[src/rtl/riscv_pkg.sv]
// Shared definitions for the RISC-V core pipeline control: FSM encoding,
// default MUL/DIV occupancy and the hard-wired zero register index.
package riscv_pkg;

    typedef enum logic {
        IDLE = 1'b0,
        BUSY = 1'b1
    } hz_state_t;

    localparam int MULDIV_LAT_DEFAULT = 4;

    localparam logic [4:0] REG_X0 = 5'd0;

endpackage

[src/rtl/hazard_perf_cnt.sv]
// Saturating performance counter with synchronous clear and increment enable.
module hazard_perf_cnt #(
    parameter int W = 32
) (
    input  logic         clk,
    input  logic         clear,
    input  logic         inc,
    output logic [W-1:0] count
);

    always_ff @(posedge clk) begin
        if (clear) begin
            count <= '0;
        end else if (inc && (count != {W{1'b1}})) begin
            count <= count + 1'b1;
        end
    end

endmodule

[src/rtl/hazard_ctrl.sv]
// Pipeline stall/flush controller: load-use, taken-branch and multi-cycle MUL/DIV hazards.
// Optional performance counters are built only when HAZARD_PERF_EN is defined.
module hazard_ctrl
    import riscv_pkg::*;
#(
    parameter int MULDIV_LAT = MULDIV_LAT_DEFAULT,
    parameter int CNT_W      = 32
) (
    input  logic             clk,
    input  logic             reset,
    input  logic [4:0]       Rs1_D,
    input  logic [4:0]       Rs2_D,
    input  logic [4:0]       Rd_E,
    input  logic             MemRead_E,
    input  logic             PCSrc_E,
    input  logic             MulDiv_E,
    output logic             Stall_F,
    output logic             Stall_D,
    output logic             Stall_E,
    output logic             Flush_D,
    output logic             Flush_E,
    output logic             Flush_M,
    output logic             Busy,
    output logic             MulDiv_Done,
    output logic [CNT_W-1:0] StallCnt,
    output logic [CNT_W-1:0] FlushCnt
);

    localparam logic [3:0] CNT_LOAD = 4'(MULDIV_LAT - 2);

    hz_state_t  state;
    hz_state_t  state_next;
    logic [3:0] cnt;
    logic [3:0] cnt_next;
    logic       load_use;

    assign load_use = MemRead_E && (Rd_E != REG_X0) &&
                      ((Rd_E == Rs1_D) || (Rd_E == Rs2_D));

    // Busy is the state register itself, so it stays visible during reset.
    assign Busy = (state == BUSY);

    always_ff @(posedge clk) begin
        if (reset) begin
            state <= IDLE;
            cnt   <= 4'd0;
        end else begin
            state <= state_next;
            cnt   <= cnt_next;
        end
    end

    always_comb begin
        state_next = state;
        cnt_next   = cnt;
        case (state)
            IDLE: begin
                if (MulDiv_E) begin
                    state_next = BUSY;
                    cnt_next   = CNT_LOAD;
                end
            end
            BUSY: begin
                if (cnt != 4'd0) begin
                    cnt_next = cnt - 4'd1;
                end else begin
                    state_next = IDLE;
                end
            end
            default: state_next = IDLE;
        endcase
    end

    // A MUL/DIV in E cannot also be a branch or a load, so its start wins outright.
    always_comb begin
        Stall_F     = 1'b0;
        Stall_D     = 1'b0;
        Stall_E     = 1'b0;
        Flush_D     = 1'b0;
        Flush_E     = 1'b0;
        Flush_M     = 1'b0;
        MulDiv_Done = 1'b0;
        if (!reset) begin
            case (state)
                IDLE: begin
                    if (MulDiv_E) begin
                        Stall_F = 1'b1;
                        Stall_D = 1'b1;
                        Stall_E = 1'b1;
                        Flush_M = 1'b1;
                    end else if (PCSrc_E) begin
                        Flush_D = 1'b1;
                        Flush_E = 1'b1;
                    end else if (load_use) begin
                        Stall_F = 1'b1;
                        Stall_D = 1'b1;
                        Flush_E = 1'b1;
                    end
                end
                BUSY: begin
                    if (cnt != 4'd0) begin
                        Stall_F = 1'b1;
                        Stall_D = 1'b1;
                        Stall_E = 1'b1;
                        Flush_M = 1'b1;
                    end else begin
                        MulDiv_Done = 1'b1;
                    end
                end
                default: ;
            endcase
        end
    end

`ifdef HAZARD_PERF_EN
    // Flush_D is only ever raised by a taken branch, so it is the branch-flush event.
    hazard_perf_cnt #(.W(CNT_W)) u_stall_cnt (
        .clk   (clk),
        .clear (reset),
        .inc   (Stall_D),
        .count (StallCnt)
    );

    hazard_perf_cnt #(.W(CNT_W)) u_flush_cnt (
        .clk   (clk),
        .clear (reset),
        .inc   (Flush_D),
        .count (FlushCnt)
    );
`else
    assign StallCnt = '0;
    assign FlushCnt = '0;
`endif

endmodule

[config.mk]
export PLATFORM = sky130hd
export DESIGN_NAME = hazard_ctrl
export DESIGN_NICKNAME = d
export VERILOG_FILES = /design/src/rtl/riscv_pkg.sv /design/src/rtl/hazard_perf_cnt.sv /design/src/rtl/hazard_ctrl.sv
export SDC_FILE = /design/constraint.sdc
export NUM_CORES = 1
export LEC_CHECK = 0
export CORE_MARGIN = 2
export CORE_UTILIZATION = 30
export CTS_BUF_LIST = sky130_fd_sc_hd__clkbuf_4
export DETAILED_ROUTE_END_ITERATION = 16
export GPL_TIMING_DRIVEN = 0
export PLACE_DENSITY = 0.82
export SYNTH_ARGS = -nofsm -noshare
export SYNTH_HDL_FRONTEND = slang
export SYNTH_SLANG_ARGS = --single-unit
[constraint.sdc]
create_clock -name clk -period 1.7 [get_ports clk]
set_input_delay 0.17 -clock clk [delete_from_list [all_inputs] [get_ports clk]]
set_output_delay 0.17 -clock clk [all_outputs]
set_load 0.01 [all_outputs]
# After elaboration in Yosys (flattened, before gate mapping)

Cells that the tools add are included.

Bits in registers: 5
Input port bits: 20
Logic and storage cells: 37

Add/subtract/negate cells: 1
Equal/unequal tests: 4
Muxes and demuxes: 23
Bitwise operators: 1
Reduce and logical (&&, ||, !) cells: 6

Operators with widths:

| operator              | count |
|---|---|
| $mux W1               | 18 |
| $eq A5 B5 Y1          | 2 |
| $mux W4               | 2 |
| $pmux W4 S2           | 1 |
| $reduce_bool A5 Y1    | 1 |
| $pmux W1 S2           | 2 |
| $reduce_bool A4 Y1    | 1 |
| $sub A4 B1 Y4 const B | 1 |
| $logic_and A1 B1 Y1   | 2 |
| $ne A2 B1 Y1 const B  | 1 |
| $ne A2 B2 Y1 const B  | 1 |
| $reduce_and A2 Y1     | 1 |
| $logic_or A1 B1 Y1    | 1 |
| $not A1 Y1            | 1 |

# Longest topological paths before layout

Depth in word-level cells: 8
Depth in mapped cells: 6

# Worst setup path after synthesis

Ideal clock, no wire load.

Kind: register to output
From: register cnt[0]
To: output Stall_F
Arrival time: 1556 ps
Data required time: 1530 ps
Setup slack: -26 ps
Cell stages (with the launch flop): 7
Path through: dfxtp_1 inv_1 ha_1 nand4bb_1 or4b_1 o22ai_1 buf_4

Longest elaborated chain between the ends: 4

Ends and longest elaborated chain:

| what                   | line               | RTL |
|---|---|---|
| start, declared        | hazard_ctrl.sv:33  | `logic [3:0] cnt;` |
| start signal, assigned | hazard_ctrl.sv:49  | `cnt <= cnt_next;` |
| $reduce_bool A4 Y1     | hazard_ctrl.sv:101 | `if (cnt != 4'd0) begin` |
| $mux W1                | n/a                |  |
| $pmux W1 S2            | n/a                |  |
| $mux W1                | n/a                |  |
| end, declared          | hazard_ctrl.sv:17  | `output logic Stall_F,` |

Every way passes these cells.

# Worst setup path after layout

From: register cnt[0]
To: output Stall_F

Longest elaborated chain between the ends: 4

Ends and longest elaborated chain:

| what               | line               | RTL |
|---|---|---|
| $reduce_bool A4 Y1 | hazard_ctrl.sv:101 |  |
| $mux W1            | hazard_ctrl.sv:101 |  |
| $pmux W1 S2        | hazard_ctrl.sv:84  | `case (state)` |
| $mux W1            | hazard_ctrl.sv:83  | `if (!reset) begin` |

Every way passes these cells.

==> flow_summary.yaml <==
run_status:
  status: "finished, violations left"
  violations: "negative setup slack"
place:
  dp.cells: 241
  portBuffers: 26
  finalWeightedCongestion: 0.691
  place_area_um2: 1470
  place_hpwl_mm: 1.57
layout:
  area_growth_pct: 71.5
  multiInputGateArea_um2: 616
  fin_nets: 239
  utilization_pct: 53.0
  fillerInstances: 292
  seqCellArea_um2: 103
  drive_above_1_share_pct: 44.9
  diodes: 0
  post-route-cell-area_um2: 1580
  final_cell_count_no_fill: 249
synth:
  synth-edff-count: 0
  synth_area_um2: 921
  synth_ff_type: "dfxtp_1"
  synth_top_area_share_pct: 53.8
  async_flop_share_pct: 0
  yosysWarnings: 0
  synth_seq_area_share_pct: 10.9
  yosysUniqueCellTypes: 25
  synthTopCellsByArea: "buf_4 (54%), dfxtp_1 (11%), xor2_1 (9.5%)"
  syn_inst: 119
  avgSynthCellArea_um2: 7.74
  yosysTopAreaCell: "buf_4"
  yosys_register_bits: 5
floorplan:
  core_um2: 2980
  pin_count: 92
  initial_utilization_pct: 30.9
  die_area_um2: 3530
  fp.dieW_um: 59.4
  die_y_um: 59.4
  fp-row-count: 20
pwr:
  irDropWorstVdd_uv: 195
  p_leak_nw: 0.914
  p_total_mw: 0.730
  power.density_nw_per_um2: 463
worst_setup_path:
  max_stage_delay_ps: 490
  worstPathArrival_ps: 1740
  worstSetupStartpointType: "register"
  path_common_cell: "buf_6"
  r2r_end: "cnt[3]$_SDFFE_PP0P_"
  path_max_fanout: 2
  critical_path_class: "register to output port"
  endpoint_kind: "output port"
  reg2reg_depth: 5
  crit_chain: "inv_4, ha_4, nand4bb_4, or4b_4, o22ai_4, buf_6, buf_6"
  r2r_setup_slack_ps: 400
  critPathSlowestCell: "or4b_4"
  reg2reg_from: "cnt[0]$_SDFFE_PP0P_"
  worst_ep_required_time_ps: 1530
cts:
  insertion_delay_ps: 250
  clk_path_buf_depth: 2
  cts_inserted_buffers: 3
  cts-root-buf: "clkbuf_4"
  clkSinkCount: 5
  h-tree-depth: 1
  clk_pin_slew_ps: 40
  tritoncts: "yes"
route:
  vias: 842
  detail-route-antenna-nets: 0
  remaining_drc_errors: 0
  drt_pass1_iterations: 4
  vias_per_cell: 3.38
  routed_wl_mm: 1.92
  first_iter_violations: 9
  routedWlPerCell_um: 7.71
global_route:
  overflow: 0
  grt_usage_pct: 10.2
  grt_pass1_wl_mm: 2.76
  grt_start_max_net_pins: 11
  antenna_found_initial: 0
  grt_pass1_vias: 686
timing:
  finalMaxSlewViolations: 0
  hold_violations: 0
  setup_slack_ps: -210
  fmax_mhz: 524
  rsz0062_at_grt: "yes"
  fin_skew_ps: 6.82
  totalNegativeSetupSlack_ps: -421
  finalCritPeriodShare_pct: 112
  setup_viol_count_final: 3
  period_minus_slack_ps: 1910
min_path:
  hold_class: "primary input to register"
  hold_depth: 2
  min_to: "Busy$_DFF_P_"
  hp-start: "reset"
run:
  cap_violations: 0
worst max path at each step:
stage	slack, ps	to	from
2_1_floorplan	60	Stall_F	cnt[0]$_SDFFE_PP0P_
3_3_place_gp	-660	Stall_F	Rd_E[1]
3_5_place_dp	-670	Stall_F	Rd_E[1]
4_1_cts	-190	Stall_F	cnt[1]$_SDFFE_PP0P_
5_1_grt	-260	Stall_F	cnt[0]$_SDFFE_PP0P_
6_report	-210	Stall_F	cnt[0]$_SDFFE_PP0P_
flip-flops by register name, summed over array words and instances (netlist names):
register	cells
Busy	1
cnt	4
synth_stat cells (2+ instances only):
cell / number
nor2_1: 7
ha_1: 2
inv_1: 4
nor3_1: 3
nand2_1: 3
a21oi_1: 3
buf_4: 66
xor2_1: 10
dfxtp_1: 5
timing repair:
action                     4_1_cts  5_1_grt
hold buffers                     0        0
gates resized for setup         38       11
pin swaps                        4        2
setup endpoints to repair        7        6
buffers inserted                 3        1
cells in the final DEF (no fill, tap or decap), types with 2 or more instances in the layout:
cell type,netlist,routed
dfxtp_1,5,3
inv_1,4,2
buf_6,0,2
dlygate4sd2_1,0,6
clkdlybuf4s50_1,0,14
xor2_1,10,10
nand2_1,3,2
conb_1,1,64
buf_2,0,2
nor3_2,0,2
clkbuf_4,0,4
dfxtp_2,0,2
a21oi_1,3,3
buf_4,66,69
clkbuf_2,0,3
nor2_1,7,6
kinds of logic (layout without fill, tap and decap cells):
| logic type | count (synthesis) | count (layout) | share of synthesized area [%] |
|---|---|---|---|
| buffers and inverters | 71 | 105 | 56.9 |
| and+or+nand+nor | 19 | 19 | 11.0 |
| AOI/OAI and AO/OA | 10 | 10 | 7.47 |
| xor gates and xnor gates | 10 | 10 | 9.51 |
| DFF | 5 | 5 | 10.9 |
| adders and majority gates | 2 | 2 | 2.72 |
| other | 1 | 64 | 0.407 |
| muxes | 1 | 1 | 1.09 |
final cells by class:
type / count / area share (%)
plain buffers: 67 / 32.5
clock buffers: 4 / 1.90
inverters: 4 / 1.11
multi-input cells: 106 / 39.0
flip-flops and latches: 5 / 6.50
well taps: 33 / 2.61
repair buffers: 30 / 16.4
power breakdown:
group | total [mW] | switching [mW] | leakage [nW] | internal (mW)
combinational | 0.426 | 0.192 | 0.854 | 0.234
sequential | 0.145 | 0.0139 | 0.0418 | 0.131
clock | 0.159 | 0.0545 | 0.0184 | 0.105
routing by layer:
metal / up-vias / wire length, µm / GRT usage [%]
li1: 446 / - / -
met3: 2 / 252 / 1.53
met4: 0 / 27 / 4.87
met2: 59 / 1050 / 20.9
met1: 335 / 589 / 9.55
met5: - / 0 / 0
through the flow:
| step | hold slack (ps) | setup slack (ps) |
|---|---|---|
| after floorplan | 386 | 61.4 |
| after global placement | 402 | -662 |
| after detailed placement | 407 | -673 |
| after CTS | 150 | -188 |
| after global routing | 169 | -263 |
| final | 169 | -210 |
critical path: cells and delay by family (launching register included):
kind,cells,cell delay (ps)
simple gates,2,580
fa+ha+maj,1,160
compound gates,1,150
flops,1,340
buf+inv,3,250
No activity file was read; power rests on OpenSTA's default activity.
